File: src/rtl/game_sequencer.sv
// game_sequencer: per-frame controller for a two-tank game.
// Each tick runs one frame: the two tank moves in priority order, then both
// projectiles, then a full 256-cell scan of the storage RAM, one beat per cell.
module game_sequencer #(
    parameter int OP_CYCLES = 2
) (
    input  logic       clk,
    input  logic       reset,
    input  logic       tick,
    input  logic       p1_move_req,
    input  logic       p2_move_req,
    input  logic [1:0] p1_dir,
    input  logic [1:0] p2_dir,
    input  logic       p1_fire,
    input  logic       p2_fire,
    input  logic [7:0] updated_pos,
    input  logic [7:0] ram_out,
    input  logic       scan_ready,
    output logic [3:0] mode,
    output logic [7:0] data,
    output logic [7:0] address,
    output logic       load_out,
    output logic       scan_valid,
    output logic [7:0] scan_addr,
    output logic [7:0] scan_cell,
    output logic       busy,
    output logic       frame_done,
    output logic       tick_overrun
);
    localparam int CW = $clog2(OP_CYCLES);

    typedef enum logic [2:0] {
        IDLE        = 3'd0,
        FIRST_MOVE  = 3'd1,
        SECOND_MOVE = 3'd2,
        PROJ1       = 3'd3,
        PROJ2       = 3'd4,
        SCAN_RD     = 3'd5,
        SCAN_OUT    = 3'd6,
        DONE        = 3'd7
    } state_t;

    state_t        state_reg, state_next;
    logic [CW-1:0] op_cnt_reg;
    logic [7:0]    scan_cnt_reg;
    logic [7:0]    scan_addr_reg;
    logic [7:0]    scan_cell_reg;
    logic          prio_reg;
    logic          tick_overrun_reg;

    // Per-tank views; index 0 is tank 1, index 1 is tank 2
    logic [1:0]      move_req_vec;
    logic [1:0]      fire_vec;
    logic [1:0][1:0] dir_in_vec;
    logic [1:0]      pend_vec;
    logic [1:0][1:0] pend_dir_vec;
    logic [1:0]      proj_active_vec;
    logic [1:0][1:0] proj_dir_vec;
    logic [1:0]      issue_move_vec;
    logic [1:0]      proj_load_vec;

    logic op_last;
    logic move_tank;
    logic move_active;
    logic proj_tank;
    logic proj_act;
    logic op_busy;

    assign move_req_vec = {p2_move_req, p1_move_req};
    assign fire_vec     = {p2_fire, p1_fire};
    assign dir_in_vec   = {p2_dir, p1_dir};

    assign op_last     = (op_cnt_reg == CW'(OP_CYCLES - 1));
    // prio=0 gives tank 1 the first move slot; the second slot takes the other tank
    assign move_tank   = (state_reg == SECOND_MOVE) ^ prio_reg;
    assign move_active = ((state_reg == FIRST_MOVE) || (state_reg == SECOND_MOVE)) && pend_vec[move_tank];
    assign proj_tank   = (state_reg == PROJ2);
    assign proj_act    = ((state_reg == PROJ1) || (state_reg == PROJ2)) && proj_active_vec[proj_tank];
    // Any state currently holding a storage operation for OP_CYCLES cycles
    assign op_busy     = move_active || proj_act || (state_reg == SCAN_RD);

    genvar gi;
    generate
        for (gi = 0; gi < 2; gi++) begin : g_tank
            logic       pend_reg;
            logic [1:0] pend_dir_reg;
            logic [1:0] last_dir_reg;
            logic       proj_active_reg;
            logic [1:0] proj_dir_reg;
            logic       chk_reg;
            logic       at_edge;

            assign issue_move_vec[gi]  = move_active && op_last && (move_tank == 1'(gi));
            assign proj_load_vec[gi]   = proj_act && op_last && (proj_tank == 1'(gi));
            assign pend_vec[gi]        = pend_reg;
            assign pend_dir_vec[gi]    = pend_dir_reg;
            assign proj_active_vec[gi] = proj_active_reg;
            assign proj_dir_vec[gi]    = proj_dir_reg;

            // Projectile has reached the playfield border in its direction of travel
            always_comb begin
                case (proj_dir_reg)
                    2'd0:    at_edge = (updated_pos[3:0] == 4'h0);
                    2'd1:    at_edge = (updated_pos[3:0] == 4'hF);
                    2'd2:    at_edge = (updated_pos[7:4] == 4'h0);
                    default: at_edge = (updated_pos[7:4] == 4'hF);
                endcase
            end

            // Pending move, last direction and projectile state for this tank
            always_ff @(posedge clk) begin
                if (!reset) begin
                    pend_reg        <= 1'b0;
                    pend_dir_reg    <= 2'd0;
                    last_dir_reg    <= (gi == 0) ? 2'd1 : 2'd0;
                    proj_active_reg <= 1'b0;
                    proj_dir_reg    <= 2'd0;
                    chk_reg         <= 1'b0;
                end else begin
                    // A fresh request beats the clear from an issue in the same cycle
                    if (move_req_vec[gi]) begin
                        pend_reg     <= 1'b1;
                        pend_dir_reg <= dir_in_vec[gi];
                    end else if (issue_move_vec[gi]) begin
                        pend_reg <= 1'b0;
                    end
                    if (issue_move_vec[gi]) begin
                        last_dir_reg <= pend_dir_reg;
                    end
                    // Storage reports the new projectile position the cycle after its load
                    chk_reg <= proj_load_vec[gi];
                    if (fire_vec[gi] && !proj_active_reg) begin
                        proj_active_reg <= 1'b1;
                        proj_dir_reg    <= last_dir_reg;
                    end else if (chk_reg && at_edge) begin
                        proj_active_reg <= 1'b0;
                    end
                end
            end
        end
    endgenerate

    // State register and operation hold counter
    always_ff @(posedge clk) begin
        if (!reset) begin
            state_reg  <= IDLE;
            op_cnt_reg <= '0;
        end else begin
            state_reg  <= state_next;
            op_cnt_reg <= (op_busy && !op_last) ? op_cnt_reg + CW'(1) : '0;
        end
    end

    // Next-state selection; skipped slots still spend one cycle in their state
    always_comb begin
        state_next = state_reg;
        case (state_reg)
            IDLE:        if (tick) state_next = FIRST_MOVE;
            FIRST_MOVE:  if (!move_active || op_last) state_next = SECOND_MOVE;
            SECOND_MOVE: if (!move_active || op_last) state_next = PROJ1;
            PROJ1:       if (!proj_act || op_last) state_next = PROJ2;
            PROJ2:       if (!proj_act || op_last) state_next = SCAN_RD;
            SCAN_RD:     if (op_last) state_next = SCAN_OUT;
            SCAN_OUT:    if (scan_ready) state_next = (scan_cnt_reg == 8'hFF) ? DONE : SCAN_RD;
            default:     state_next = IDLE;
        endcase
    end

    // Storage command and status outputs decoded from the current state
    always_comb begin
        mode     = 4'b0000;
        data     = 8'h00;
        address  = 8'h00;
        load_out = 1'b0;
        if (move_active) begin
            mode     = move_tank ? 4'b0101 : 4'b0001;
            data     = {6'b0, pend_dir_vec[move_tank]};
            load_out = op_last;
        end else if (proj_act) begin
            mode     = proj_tank ? 4'b0111 : 4'b0011;
            data     = {6'b0, proj_dir_vec[proj_tank]};
            load_out = op_last;
        end else if (state_reg == SCAN_RD) begin
            address  = scan_cnt_reg;
            load_out = op_last;
        end
        scan_valid = (state_reg == SCAN_OUT);
        busy       = (state_reg != IDLE);
        frame_done = (state_reg == DONE);
    end

    // Scan counter and beat capture, frame priority and overrun flag
    always_ff @(posedge clk) begin
        if (!reset) begin
            scan_cnt_reg     <= 8'h00;
            scan_addr_reg    <= 8'h00;
            scan_cell_reg    <= 8'h00;
            prio_reg         <= 1'b0;
            tick_overrun_reg <= 1'b0;
        end else begin
            if ((state_reg == SCAN_RD) && op_last) begin
                scan_addr_reg <= scan_cnt_reg;
                scan_cell_reg <= ram_out;
            end
            // 8-bit counter wraps to 0 after the last cell, ready for the next frame
            if ((state_reg == SCAN_OUT) && scan_ready) begin
                scan_cnt_reg <= scan_cnt_reg + 8'd1;
            end
            if (state_reg == DONE) begin
                prio_reg <= ~prio_reg;
            end
            if (tick && (state_reg != IDLE)) begin
                tick_overrun_reg <= 1'b1;
            end
        end
    end

    assign scan_addr    = scan_addr_reg;
    assign scan_cell    = scan_cell_reg;
    assign tick_overrun = tick_overrun_reg;

endmodule

File: config.mk
export PLATFORM = sky130hd
export DESIGN_NAME = game_sequencer
export DESIGN_NICKNAME = d
export VERILOG_FILES = /design/src/rtl/game_sequencer.sv
export SDC_FILE = /design/constraint.sdc
export NUM_CORES = 1
export LEC_CHECK = 0
export CAP_MARGIN = 25
export CORE_ASPECT_RATIO = 0.7
export CORE_MARGIN = 10
export CORE_UTILIZATION = 47
export CTS_CLUSTER_DIAMETER = 40
export DETAILED_ROUTE_END_ITERATION = 8
export PLACE_DENSITY = 0.87
export SETUP_SLACK_MARGIN = 0.2
export SLEW_MARGIN = 20
export SYNTH_ARGS = -nofsm -noshare
export SYNTH_HDL_FRONTEND = slang
export SYNTH_SLANG_ARGS = --single-unit
File: constraint.sdc
create_clock -name clk -period 1.78 [get_ports clk]
set_input_delay 0.267 -clock clk [delete_from_list [all_inputs] [get_ports clk]]
set_output_delay 0.267 -clock clk [all_outputs]
set_load 0.005 [all_outputs]
# Yosys cells after proc, flatten, opt, wreduce, memory -nomap -nowiden
# Cells that the tools add are included.
[word_totals]
elab_cells = 126
out_inout_bits = 41
register_bits = 48
inputBits = 28
[classes]
order_cmp = 2
n_eq_ne = 21
n_reduce_logical = 39
n_addsub = 2
n_bitwise = 4
muxes = 39
[ops]
columns = ["cell", "count"]
rows = [
  ["$mux 3", 11],
  ["$mux 8", 3],
  ["$pmux 3 s7", 1],
  ["$logic_and 1x1->1", 16],
  ["$mux 1", 15],
  ["$mux 2", 7],
  ["$eq 3x3->1 const B", 4],
  ["$add 8x1->8 const B", 1],
  ["$eq 4x4->1 const B", 2],
  ["$eq 8x8->1 const B", 1],
  ["$logic_not 4->1", 2],
  ["$ne 2x1->1 const B", 4],
  ["$reduce_bool 2->1", 4],
  ["$reduce_and 7->1", 1],
  ["$eq 3x2->1 const B", 2],
  ["$logic_or 1x1->1", 6],
  ["$ne 2x2->1 const B", 3],
  ["$pmux 1 s3", 2],
  ["$logic_not 1->1", 5],
  ["$eq 2x1->1 const B", 2],
  ["$eq 2x2->1 const B", 2],
  ["$logic_not 2->1", 2],
  ["$lt 1x2->1 const B", 2],
  ["$eq 3x1->1 const B", 1],
  ["6 further kinds", 8],
]

# Longest topological paths before layout
[logic_depth]
word_depth = 9
ltp_mapped = 7
mapped_depth_nobuf = 4

# Worst setup path before layout
# OpenSTA, ideal clock, no wires.
[synth_path]
kind = "reg2out"
startpoint = "reg state_reg[0]"
endpoint = "out load_out"
arrival_time_ns = 1.243
setup_slack_ns = 0.270
required_ns = 1.513
stages_incl_launch_ff = 6
path_cell_list = "dfxtp_1 -> buf_6 -> nand3b_1 -> a211o_1 -> and2_1 -> a21oi_1"
[synth_between]
elab_chain_len = 6
[synth_lines]
columns = ["element", "line", "rtl"]
rows = [
  ["start: declaration", "43", "state_t state_reg, state_next;"],
  ["start signal: assignment", "149", "state_reg <= state_next;"],
  ["$eq 3x3->1 / $eq 3x2->1 (equally long branches)", "n/a", ""],
  ["$mux 1 (implied by the code) / $xor 1x1->1 (equally long branches)", "78, 75", ""],
  ["$mux 1, on equally long branches", "78, 76", ""],
  ["$logic_and 1x1->1 / $mux 1 (equally long branches)", "78, 76", ""],
  ["$mux 1 / $logic_and 1x1->1 (equally long branches)", "179, 76", ""],
  ["$mux 1 (*)", "175", "if (move_active) begin"],
  ["end: declaration", "22", "output logic load_out,"],
]
# Mark *: on every way between the ends. The rest lies on a longest branch, timed or not. The select of a mux whose other input is x is not followed.

# Final worst setup path
[layout_path]
startpoint = "reg state_reg[2]"
endpoint = "out data[0]"
[layout_between]
elab_chain_len = 6
[layout_lines]
columns = ["element", "line", "rtl"]
rows = [
  ["$eq 3x3->1 / $eq 3x2->1 (equally long branches)", "n/a", ""],
  ["$mux 1 (implied by the code) / $xor 1x1->1 (equally long branches)", "78, 75", ""],
  ["$mux 1, on equally long branches", "78, 76", ""],
  ["$logic_and 1x1->1 / $mux 1 (equally long branches)", "78, 76", ""],
  ["$mux 2 / $logic_and 1x1->1 (equally long branches)", "179, 76", ""],
  ["$mux 2 (*)", "175", ""],
  ["end: declaration", "20", "output logic [7:0] data,"],
]
# Marks and branches as above.

==> reports/metrics.csv <==
stage,metric,value,unit
route,DRC,0,
placed_design,hpwl dp,5267,microns
layout,"commonest non-fill, non-tap cell in the layout",dfxtp_1,
synth,Synth Area in Compound Gates,0.1287,
route,WL final,9127,microns
timing,Final min period,2.041,ns
placed_design,Final Wtd Congestion,0.8879,
power_and_ir_drop,Pwr per Cell Area,884.5,mW/mm^2
setup_path,Critical Path AT,1.77,ns
timing,clock skew,0.01020,ns
floorplan,core footprint,0.004808,sq mm
setup_path,FF-to-FF Start,state_reg[1],
power_and_ir_drop,Max IR drop VDD,0.0005826,V
route,ANT nets after route,0,
synth,multiplexer share of the synthesized area,0.08542,
placed_design,Port Buffers,61,
synth,largest family of logic cells by synthesized area,simple AND/OR/NAND/NOR gates,
hold_path,min-delay worst type,reg2reg,
layout,FF/Latch Area,972.2,sq um
timing,hold_ws,0.4269,ns
layout,"Net count, final",403,
timing,hold violation count in the final report,0,
cts,CTS Buffer Depth,2,
cts,clock net sink count,48,
hold_path,hold_sp,g_tank[1].chk_reg,
synth,top_reg_cell synth,dfxtp_1,
outcome,violated checks,setup timing,
layout,most frequent cells in the layout,"dfxtp_1, clkdlybuf4s50_1, nand2_1, buf_6, nor2_1",
synth,Synth cell types,51,
synth,Post-Syn Area per Cell,8.553,sq um
setup_path,CP max stage delay,0.37,ns
layout,multi-input logic area,0.001543,sq mm
cts,"Reg clk slew, reported paths",0.09,ns
route,DR iter-0 viols,304,
synth,XOR/XNOR Fraction of Synth Area,0.03737,
synth,Ys Warns,0,
cts,TritonCTS clock tree,yes,
synth,Mapped Cells,274,
timing,"Slew Viols, Final",0,
setup_path,CP Launch Point,state_reg[2],
setup_path,Startpoint Class,flop,
synth,Synth top area share,0.4100,
outcome,status,finished with violations,
timing,Final Worst Setup Slack,-0.2614,ns
synth,ys async rst share,0,
power_and_ir_drop,Leak,1.475,nW
layout,Area Overhead vs Synth,61.88,%
cts,htree depth,2,
floorplan,initial cell density of the core,0.4874,
synth,Post-synth EDFFs,0,
floorplan,Die Height,79.08,microns
synth,Post-Synth Simple-Gate Area,0.2696,
timing,fin crit share,1.147,
synth,top cell type by total area after synthesis,dfxtp_1,
setup_path,critical path peak fanout,4,
setup_path,CP max stage cell,dfxtp_4,
grt,Overflow after GRT,0,
timing,Max Freq,489.9,MHz
cts,CTS Buf Count,5,
cts,root buf cell,clkbuf_8,
setup_path,Setup CP Type,reg2out,
synth,Post-Synth Adder-Cell Area,0.005339,
synth,Area contributors post-synth,"dfxtp_1, mux2i_1, nand2_1",
route,DR vias/cell,5.766,
synth,number of synthesized register bits,48,
route,vias,2560,
layout,layout cell share with drive strength beyond 1,0.3440,
floorplan,full die area,0.008256,sq mm
grt,largest net degree at the start of global routing,43,
grt,initial antenna violation count,0,
grt,GRT Total Usage,0.1773,
setup_path,Crit path required time,1.51,ns
layout,FILL cells,299,
setup_path,critical path endpoint category,primary output,
setup_path,"Critical Path, Cell by Cell",buf_12 > nor3b_4 > xnor2_2 > mux2i_1 > o22ai_2 > buf_2,
floorplan,I/O pin count,69,
floorplan,DIE WIDTH,104.4,microns
floorplan,row cnt,21,
route,Pre-antenna DRT Iters,6,
grt,first-pass GRT wire length,11990,microns
synth,Mapped Area,0.002343,sq mm
timing,TNS Setup,-1.602,ns
route,drt wl/cell,20.56,microns
run,# Max-Cap Violations,0,
layout,ant diodes,0,
timing,final setup vio count,14,
timing,RSZ-0062 raised after global routing,yes,
cts,clock latency on the worst-skew pair,0.31,ns
synth,fraction of the yosys area taken by sequential cells,0.4100,
grt,vias in the first global route,2313,
-- worst paths after layout --
kind / to / slack [ns] / cells after the start
min reg2reg: g_tank[1].proj_active_reg / 0.43 / 1
max: data[0] / -0.26 / 6
max reg2reg: g_tank[0].last_dir_reg[0] / -0.18 / 8
min: g_tank[1].proj_active_reg / 0.43 / 1
-- timing repair --
action                     in CTS  in global routing
gates cloned                    0                  1
hold buffers                    0                  0
pin swaps                      13                 28
gates resized for setup       118                 51
setup endpoints to repair      44                 41
buffers inserted               14                  7
-- Yosys cell counts, types with 2 or more instances --
| cell type | count |
|---|---|
| nor3_1 | 2 |
| and3_1 | 2 |
| o22ai_1 | 2 |
| xor2_1 | 7 |
| nor3b_2 | 2 |
| and3b_1 | 4 |
| and2_1 | 14 |
| a22oi_1 | 2 |
| nand4_1 | 4 |
| nand3b_1 | 2 |
| o311ai_1 | 2 |
| xnor2_1 | 3 |
| nor4_1 | 3 |
| a31oi_1 | 2 |
| and4_1 | 3 |
| nand2b_1 | 4 |
| buf_2 | 5 |
| dfxtp_1 | 48 |
| buf_4 | 9 |
| o21ai_0 | 3 |
| mux2i_1 | 20 |
| a21oi_1 | 21 |
| nor2b_1 | 3 |
| inv_1 | 3 |
| nand2_1 | 45 |
| nor2_1 | 25 |
| clkbuf_1 | 6 |
| nand3_1 | 5 |
-- critical path, delay by kind of cell (launching register included) --
family / cells / cell delay [ns]
AOI/OAI and AO/OA: 1 / 0.12
buffers and inverters: 2 / 0.27
DFF: 1 / 0.37
xor gates and xnor gates: 1 / 0.17
and+or+nand+nor: 1 / 0.22
muxes: 1 / 0.31
-- per-layer routing --
metal  vias up  wire, microns  global-route usage
li1       1132              -                   -
met4         0            282             0.07202
met3        32            862             0.05887
met1      1227           3715              0.2205
met2       169           4267              0.2785
met5         -              0                   0
-- final cells by class --
type,count,area share
clock buffers,5,0.01814
inverters,4,0.003958
multi-input cells,207,0.4067
well taps,69,0.02276
flip-flops and latches,48,0.2563
repair buffers,108,0.2797
clock inverters,3,0.01253
-- cell families after synthesis --
family | Yosys count
AOI/OAI and AO/OA | 44
xor gates and xnor gates | 10
adders and majority gates | 1
buffers and inverters | 26
DFF | 48
muxes | 20
other | 1
and+or+nand+nor | 124
-- through the flow --
stage / total power (W) / cells / setup slack [ns] / util / instance area (sq um)
6_report: 0.003355 / 444 / -0.2614 / 0.7890 / 3794
5_1_grt: 0.003458 / 444 / -0.2735 / 0.7890 / 3794
4_1_cts: 0.003132 / 436 / -0.1398 / 0.7354 / 3536
3_5_place_dp: 0.002042 / 414 / -0.2621 / 0.6557 / 3153
3_3_place_gp: 0.002023 / 414 / -0.1887 / 0.6557 / 3153
2_1_floorplan: 0.001632 / 280 / 0.2697 / - / 2366
-- power by group --
group	switching (W)	internal, W	leakage (nW)	total [W]
combinational	0.000571	0.000743	1.03	0.00131
sequential	0.0000898	0.00114	0.392	0.00123
clock	0.000388	0.000423	0.0583	0.000812
(Power assumes the default switching activity.)
